<file path="src/rtl/store_bin_pkg.sv">
// Shared definitions for the bin write-back path: bin geometry, FSM encoding,
// lvl-state field layout and the bin base-address helper.
package store_bin_pkg;

  localparam int NUM_CLAUSES_A_BIN     = 8;
  localparam int NUM_VARS_A_BIN        = 8;
  localparam int NUM_LVLS_A_BIN        = 8;
  localparam int WIDTH_CLAUSES         = NUM_VARS_A_BIN * 2;
  localparam int WIDTH_VAR             = 12;
  localparam int WIDTH_LVL             = 16;
  localparam int WIDTH_BIN_ID          = 10;
  localparam int WIDTH_VAR_STATES      = 19;
  localparam int WIDTH_LVL_STATES      = 11;
  localparam int ADDR_WIDTH_CLAUSES    = 9;
  localparam int ADDR_WIDTH_VAR        = 9;
  localparam int ADDR_WIDTH_VAR_STATES = 9;
  localparam int ADDR_WIDTH_LVL_STATES = 9;

  localparam int CNT_W      = 6;
  localparam int SLOT_W     = $clog2(NUM_CLAUSES_A_BIN);
  localparam int LVL_SLOT_W = $clog2(NUM_LVLS_A_BIN);

  typedef enum logic [1:0] {
    S_IDLE  = 2'd0,
    S_STORE = 2'd1,
    S_DONE  = 2'd2
  } state_t;

  typedef struct packed {
    logic [WIDTH_LVL_STATES-2:0] dcd_bin;
    logic                        has_bkt;
  } lvl_state_t;

  // Bins are 1-based; bin b occupies words (b-1)*n+1 .. b*n of each bin RAM.
  function automatic int bin_base(input logic [WIDTH_BIN_ID-1:0] bin, input int n);
    return (int'(bin) - 1) * n + 1;
  endfunction

endpackage

</file>
<file path="src/rtl/store_bin_select_from_n_datas.sv">
// Slot-index mux over a packed bus of N equal-width words, slot 0 at the LSB.
module select_from_n_datas #(
  parameter  int WIDTH = 8,
  parameter  int N     = 8,
  localparam int SEL_W = (N > 1) ? $clog2(N) : 1
) (
  input  logic [WIDTH*N-1:0] datas,
  input  logic [SEL_W-1:0]   sel,
  output logic [WIDTH-1:0]   data
);

  assign data = datas[sel*WIDTH +: WIDTH];

endmodule

</file>
<file path="src/rtl/store_bin.sv">
// Writes one finished bin (clauses, var states, lvl states) from the SAT engine
// back into the bin BRAMs, one slot per cycle.
module store_bin
  import store_bin_pkg::*;
(
  input  logic                                        clk,
  input  logic                                        rst,
  input  logic                                        start_update,
  input  logic [WIDTH_BIN_ID-1:0]                     request_bin_num_i,
  input  logic [WIDTH_LVL-1:0]                        base_lvl_i,
  input  logic [WIDTH_LVL-1:0]                        cur_lvl_i,
  output logic                                        apply_update_o,
  output logic                                        done_update,
  output logic [NUM_CLAUSES_A_BIN-1:0]                rd_carray_o,
  input  logic [WIDTH_CLAUSES-1:0]                    clause_i,
  input  logic [WIDTH_VAR_STATES*NUM_VARS_A_BIN-1:0]  var_states_i,
  input  logic [WIDTH_LVL_STATES*NUM_LVLS_A_BIN-1:0]  lvl_states_i,
  output logic                                        ram_we_c_o,
  output logic [ADDR_WIDTH_CLAUSES-1:0]               ram_addr_c_o,
  output logic [WIDTH_CLAUSES-1:0]                    ram_data_c_o,
  output logic [ADDR_WIDTH_VAR-1:0]                   ram_addr_v_o,
  input  logic [WIDTH_VAR-1:0]                        ram_data_v_i,
  output logic                                        ram_we_vs_o,
  output logic [ADDR_WIDTH_VAR_STATES-1:0]            ram_addr_vs_o,
  output logic [WIDTH_VAR_STATES-1:0]                 ram_data_vs_o,
  output logic                                        ram_we_ls_o,
  output logic [ADDR_WIDTH_LVL_STATES-1:0]            ram_addr_ls_o,
  output logic [WIDTH_LVL_STATES-1:0]                 ram_data_ls_o
);

  localparam logic [CNT_W-1:0] CNT_LAST  = CNT_W'(NUM_CLAUSES_A_BIN + 2);
  localparam logic [CNT_W-1:0] CNT_NCL   = CNT_W'(NUM_CLAUSES_A_BIN);
  localparam logic [CNT_W-1:0] CNT_NLVL  = CNT_W'(NUM_LVLS_A_BIN);

  state_t                          state;
  logic [CNT_W-1:0]                cnt;
  logic [WIDTH_LVL-1:0]            base_lvl_q;
  logic [WIDTH_LVL-1:0]            cur_lvl_q;
  logic [ADDR_WIDTH_CLAUSES-1:0]   base_q;
  logic                            v_vld_d1, v_vld_d2;
  logic [SLOT_W-1:0]               v_slot_d1, v_slot_d2;

  logic                            clause_phase;
  logic                            lvl_phase;
  logic [SLOT_W-1:0]               slot;
  logic [ADDR_WIDTH_CLAUSES-1:0]   slot_addr;
  logic [WIDTH_LVL-1:0]            lvl;
  logic [WIDTH_VAR_STATES-1:0]     vs_sel;
  lvl_state_t                      ls_sel;

  assign clause_phase = (state == S_STORE) && (cnt < CNT_NCL);
  assign lvl_phase    = (state == S_STORE) && (cnt < CNT_NLVL);
  assign slot         = cnt[SLOT_W-1:0];
  assign slot_addr    = base_q + ADDR_WIDTH_CLAUSES'(slot);
  assign lvl          = base_lvl_q + WIDTH_LVL'(1) + WIDTH_LVL'(cnt);

  // NOTE: every always_comb output gets a default first so no path leaves it unassigned (no latch).
  always_comb begin
    rd_carray_o = '0;
    if (clause_phase) rd_carray_o[slot] = 1'b1;
  end

  // The var-state slot lags two cycles: one for the var RAM address register, one for the RAM read.
  select_from_n_datas #(
    .WIDTH (WIDTH_VAR_STATES),
    .N     (NUM_VARS_A_BIN)
  ) u_sel_vs (
    .datas (var_states_i),
    .sel   (v_slot_d2),
    .data  (vs_sel)
  );

  select_from_n_datas #(
    .WIDTH (WIDTH_LVL_STATES),
    .N     (NUM_LVLS_A_BIN)
  ) u_sel_ls (
    .datas (lvl_states_i),
    .sel   (slot[LVL_SLOT_W-1:0]),
    .data  (ls_sel)
  );

  // NOTE: sequential state uses non-blocking assignments only, so every register sees pre-edge values.
  always_ff @(posedge clk) begin
    if (!rst) begin
      state          <= S_IDLE;
      cnt            <= '0;
      base_lvl_q     <= '0;
      cur_lvl_q      <= '0;
      base_q         <= '0;
      v_vld_d1       <= 1'b0;
      v_vld_d2       <= 1'b0;
      v_slot_d1      <= '0;
      v_slot_d2      <= '0;
      apply_update_o <= 1'b0;
      done_update    <= 1'b0;
      ram_we_c_o     <= 1'b0;
      ram_addr_c_o   <= '0;
      ram_data_c_o   <= '0;
      ram_addr_v_o   <= '0;
      ram_we_vs_o    <= 1'b0;
      ram_addr_vs_o  <= '0;
      ram_data_vs_o  <= '0;
      ram_we_ls_o    <= 1'b0;
      ram_addr_ls_o  <= '0;
      ram_data_ls_o  <= '0;
    end else begin
      apply_update_o <= (state != S_IDLE);
      done_update    <= (state == S_DONE);
      v_vld_d1       <= clause_phase;
      v_slot_d1      <= slot;
      v_vld_d2       <= v_vld_d1;
      v_slot_d2      <= v_slot_d1;

      case (state)
        S_IDLE: begin
          cnt <= '0;
          if (start_update) begin
            base_lvl_q <= base_lvl_i;
            cur_lvl_q  <= cur_lvl_i;
            base_q     <= ADDR_WIDTH_CLAUSES'(bin_base(request_bin_num_i, NUM_CLAUSES_A_BIN));
            state      <= (request_bin_num_i == '0) ? S_DONE : S_STORE;
          end
        end
        S_STORE: begin
          if (cnt == CNT_LAST) begin
            cnt   <= '0;
            state <= S_DONE;
          end else begin
            cnt <= cnt + CNT_W'(1);
          end
        end
        default: begin
          cnt   <= '0;
          state <= S_IDLE;
        end
      endcase

      ram_we_c_o   <= clause_phase;
      ram_addr_c_o <= clause_phase ? slot_addr : '0;
      ram_data_c_o <= clause_phase ? clause_i : '0;
      ram_addr_v_o <= clause_phase ? ADDR_WIDTH_VAR'(slot_addr) : '0;

      // Var id 0 marks an empty slot in the var RAM.
      ram_we_vs_o   <= v_vld_d2 && (ram_data_v_i != '0);
      ram_addr_vs_o <= v_vld_d2 ? ram_data_v_i[ADDR_WIDTH_VAR_STATES-1:0] : '0;
      ram_data_vs_o <= v_vld_d2 ? vs_sel : '0;

      // Levels past cur_lvl hold stale state from an abandoned branch, so they are cleared.
      ram_we_ls_o   <= lvl_phase;
      ram_addr_ls_o <= lvl_phase ? lvl[ADDR_WIDTH_LVL_STATES-1:0] : '0;
      ram_data_ls_o <= (lvl_phase && (lvl <= cur_lvl_q)) ? ls_sel : '0;
    end
  end

endmodule
</file>
<file path="config.mk">
export PLATFORM = sky130hd
export DESIGN_NAME = store_bin
export DESIGN_NICKNAME = d
export VERILOG_FILES = /design/src/rtl/store_bin_pkg.sv /design/src/rtl/store_bin_select_from_n_datas.sv /design/src/rtl/store_bin.sv
export SDC_FILE = /design/constraint.sdc
export NUM_CORES = 1
export LEC_CHECK = 0
export BUFFER_PORTS_ARGS = -buffer_cell sky130_fd_sc_hd__buf_2
export CORE_AREA = 2 2 161 163
export CTS_CLUSTER_DIAMETER = 100
export DETAILED_ROUTE_END_ITERATION = 7
export DIE_AREA = 0 0 163 165
export GPL_TIMING_DRIVEN = 0
export SETUP_SLACK_MARGIN = 0.15
export SYNTH_ARGS = -nofsm -noshare
export SYNTH_HDL_FRONTEND = slang
export SYNTH_HIERARCHICAL = 1
export SYNTH_SLANG_ARGS = --single-unit
</file>
<file path="constraint.sdc">
create_clock -name clk -period 6.6 [get_ports clk]
set_input_delay 0.99 -clock clk [delete_from_list [all_inputs] [get_ports clk]]
set_output_delay 0.99 -clock clk [all_outputs]
set_load 0.01 [all_outputs]
</file>
### After elaboration in Yosys (flattened, before gate mapping)

Cells that the tools add are included.

* register bits: 133
* output and inout bits: 95
* input bits: 313
* logic and storage cells: 60

* add/subtract/negate cells: 6
* bitwise operators: 2
* eq/ne operators: 5
* shift operators: 2
* reduce and logical (&&, ||, !) cells: 14
* muxes and demuxes: 7
* order comparisons: 4
* $mul: 2

Operators with widths (number)
* $shiftx 152x9->19: 1
* $shiftx 88x8->11: 1
* $add 16x1->16 const B: 1
* $add 16x6->16: 1
* $le 16x16->1: 1
* $reduce_bool 12->1: 1
* $logic_not 10->1: 1
* $reduce_and 2->1: 5
* $add 9x2->9 const B: 1
* $add 9x3->9: 1
* $mul 3x5->8 const B: 1
* $mux 8: 1
* $mul 3x4->7 const B: 1
* $add 6x1->6 const B: 1
* $eq 6x4->1 const B: 1
* $lt 6x4->1 const B: 1
* $mux 2: 3
* $sub 6x1->6 const B: 1
* $logic_and 1x1->1: 4
* $lt 3x4->1 const B: 1
* $pmux 2 s2: 1
* $demux 1 s3: 1
* $ge 3x1->1 const B: 1
* $reduce_or 3->1: 1
* other kinds (8): 9

### Longest topological paths before layout

* depth in word-level cells: 5
* mapped depth: 15
* gate-level depth less buffers: 14

### Cells and area by module

The synthesis kept the hierarchy.

By module, submodules not included
* store_bin: instances 1, area each 5235.0 µm², cells each 562, sequential area each 2622.5 µm²
* select_from_n_datas (u_sel_vs): instances 1, area each 1256.2 µm², cells each 67, sequential area each 0.0 µm²
* select_from_n_datas (u_sel_ls): instances 1, area each 735.7 µm², cells each 38, sequential area each 0.0 µm²

### Worst setup path before layout

No wires, ideal clock.

* path type: reg2reg
* start point: register cnt[0]
* end point: register ram_data_ls_o[1]
* buffers on the path: 1
* path slack: 3.167 ns
* period minus slack after synthesis: 3.433 ns
* arrival time: 3.362 ns
* data required time: 6.529 ns
* stages on the path, launching flop included: 16
* library setup time: 0.071 ns
* cells stage by stage: dfxtp_1 inv_1 ha_1 fa_1 nor2b_1 o21bai_1 a21oi_1 nand2_1 xnor2_1 ha_1 nand4_1 nor4_1 a21boi_0 or4_4 buf_6 a21boi_1

* cells in the longest elaborated chain, start to end: 4
* elaborated cells on any way between the ends: 8
* those cells by class: add/sub (1); mul (1); order compare (2); shift (1); reduce/logical (3)

RTL lines
* start, declared: RTL line store_bin.sv:36 `logic [CNT_W-1:0] cnt;`
* start signal, assigned: RTL line store_bin.sv:129 `cnt <= cnt + CNT_W'(1);`
* parallel branches: the longest is 4 deep, another holds $mul 3x4->7
* end signal, assigned: RTL line store_bin.sv:151 `ram_data_ls_o <= (lvl_phase && (lvl <= cur_lvl_q)) ? ls_sel : '0;`
* end, declared: RTL line store_bin.sv:28 `output logic [WIDTH_LVL_STATES-1:0] ram_data_ls_o`

Parallel ways; which one is timed is not known.
A chain may end at the register's enable or synchronous reset.

### Worst setup path in the final report

Ends and elaborated chain as after synthesis.

==> impl_metrics.toml <==
[run_status]
status = "complete, no violations"

[worst_setup_path]
cp_data_required_time_ps = 6900
critPathCaptureType = "flip-flop"
slowest_stage = "a211oi_1"
max_stage_delay_ps = 740
cp_max_fo = 11
crit_chain = "inv_1, ha_1, nor2b_1, o21ai_0, a211oi_1, o211ai_1, xnor2_1, ha_1, nand4_1, nor4_1, nand3_1, clkbuf_1, a21boi_1"
cp_data_arrival_time_ps = 4840
cpMostUsedCell = "ha_1"
path_class = "reg2reg"
critical_path_buf_inv_count = 2
cp-start-kind = "flip-flop"
crit_path_start = "cnt[0]"
worstReg2RegStart = "cnt[0]"
cp_top_family = "compound AO/OA/AOI/OAI gates"

[routing]
dr.pass1.iters = 6
wl_per_cell_um = 18.54
vias = 6717
ant_nets = 0
drc = 0
routed_via_density = 4.678
drt_wl_total_mm = 26.62
drt_iter0_markers = 288

[sta]
finalHoldViolations = 0
fin_ws_ps = 2063
holdWs_ps = 454.6
fmax_mhz = 220.4
min_period_ps = 4537
period_share_pct = 68.74
grt_setup_unrepaired = "no"
drv_slew = 0
setup_viol = 0
skew_ps = 12.63
tns_ps = 0
worst_slew_pin_slew_ps = 809.5
max_slew_margin_pct = 45.70

[floorplan]
core_sq_mm = 0.02504
fp-row-count = 58
initial_core_util_pct = 28.87
die_y_um = 165
ios = 408
die-area_sq_mm = 0.02690
die_x_um = 163

[clock_tree]
cts-root-buf = "clkbuf_16"
cts_resized = 0
cts_tree = "built"
cts_buffers = 17
clockBufferDepth = 2
clk_pin_slew_ps = 60
clkLatencyLatePin_ps = 430
cts_sinks = 131
postCtsSetupBuffers = 0
htreeDepth = 4
hold_buffers = 0

[global_routing]
grt_overflow = 0
track_usage_pct = 19.80
grt_pass1_vias = 6912
antenna_found_initial = 8
grt_max_degree = 17
grt_pass1_wl_mm = 39.20

[worst_hold_path]
min_path_type = "reg2reg"
hp-start = "v_slot_d1[2]"

[cells_and_area]
layout_common_cells = "buf_2 (412), dfxtp_1 (131), nand2_1 (97)"
drive_gt1_share_pct = 47.60
layout.nets = 1433
final_common_cell = "buf_2"
utilization_pct = 40.97
syn_to_final_growth_pct = 41.93
fill_cells = 2527
final_area_sq_mm = 0.01026

[synth]
avgSynthCellArea_sq_um = 10.83
yosysSeqAreaShare_pct = 36.29
syn_inst = 667
synth_top_flop_cell = "dfxtp_1"
syn_nets = 1008
synth_cell_types = 51
synth_enable_flop_cells = 0
yosysWarnings = 6
syn_area_sq_mm = 0.007227
ys_ff_latch = 131
async_flop_share_pct = 0

[power_and_ir_drop]
peakVddDrop_mv = 0.1101
leakagePower_nw = 4.940
p_per_area_mw_per_mm2 = 209.7

[placed_design]
gp_congestion = 0.8942
place.detailed.hpwl_mm = 21.90
pre_cts_ws_ps = 1925
placedInstanceArea_sq_mm = 0.009672
io_buffers = 406

[run]
max_cap_violations = 0
through the flow:
step	total power, W	cells
floorplan	0.001048	667
global placement	0.001213	1403
detailed placement	0.001218	1403
CTS	0.002185	1435
global route	0.002261	1436
finish	0.002151	1436
Yosys cell counts (all sizes together) (2+ instances only):
| cell type | n | share of area (%) |
|---|---|---|
| nand2 | 98 | 5.2 |
| clkbuf | 21 | 1.1 |
| o21bai | 2 | 0.21 |
| and2 | 31 | 2.7 |
| nand4 | 3 | 0.26 |
| mux4 | 60 | 20 |
| a21o | 2 | 0.21 |
| xor2 | 7 | 0.85 |
| mux2 | 30 | 5.6 |
| nor3 | 6 | 0.42 |
| inv | 26 | 1.4 |
| o21a | 3 | 0.31 |
| o21ai | 7 | 0.48 |
| buf | 30 | 3.1 |
| a211oi | 3 | 0.31 |
| nor4 | 5 | 0.43 |
| o211ai | 5 | 0.59 |
| or3 | 4 | 0.35 |
| and3 | 32 | 2.8 |
| xnor2 | 17 | 2.1 |
| o211a | 6 | 0.83 |
| nor2 | 29 | 1.5 |
| a21boi | 44 | 4.6 |
| nand3 | 10 | 0.69 |
| nor2b | 4 | 0.35 |
| or4 | 2 | 0.26 |
| ha | 27 | 4.7 |
| dfxtp | 131 | 36 |
| a21oi | 12 | 0.83 |
worst paths after layout:
check,endpoint,slack (ps),depth (start not counted)
setup / recovery,ram_data_ls_o[1],2060,13
hold / removal,v_slot_d2[2],450,1
setup reg to reg,ram_data_ls_o[1],2060,13
hold reg to reg,v_slot_d2[2],450,1
registers in the layout (all words and copies together) (netlist names):
| name | cells |
|---|---|
| v_slot_d2 | 3 |
| done_update | 1 |
| ram_data_ls_o | 11 |
| apply_update_o | 1 |
| ram_data_vs_o | 19 |
| cur_lvl_q | 16 |
| base_lvl_q | 16 |
| ram_addr_ls_o | 9 |
| v_vld_d2 | 1 |
| v_vld_d1 | 1 |
| ram_we_vs_o | 1 |
| ram_data_c_o | 16 |
| state | 2 |
| v_slot_d1 | 3 |
| base_q | 7 |
| cnt | 6 |
| ram_addr_vs_o | 9 |
| ram_addr_v_o | 9 |
report_power, final:
| group | total, W | internal, W | leakage [nW] | switching [W] |
|---|---|---|---|---|
| clock network | 0.000953 | 0.000561 | 0.278 | 0.000392 |
| logic | 0.000349 | 0.000192 | 3.60 | 0.000158 |
| registers | 0.000849 | 0.000825 | 1.07 | 0.0000236 |
layout make-up:
class	instances	area, sq um	area share [%]
multi-input combinational	458	4195	40.90
buffer	51	302.8	2.952
timing repair buffer	406	2032	19.81
sequential	131	2623	25.57
antenna	1	2.502	0.02440
clock inverter	14	153.9	1.500
inverter	27	106.4	1.037
tap	330	412.9	4.025
clock buffer	18	429.2	4.184
kinds of logic after synthesis:
family	share of synthesized area, %
AOI/OAI and AO/OA	8.691
DFF	36.29
muxes	25.92
xor gates and xnor gates	2.909
and+or+nand+nor	15.58
adders and majority gates	4.951
buffers and inverters	5.661
metal layers:
metal / routed length [um] / up-vias / global-route usage, %
met5: 34 / - / 0
met4: 640 / 6 / 6.436
met3: 2177 / 43 / 6.077
met2: 13860 / 338 / 38.10
met1: 9903 / 3080 / 20.31
li1: - / 3250 / -
(Power assumes the default switching activity.)
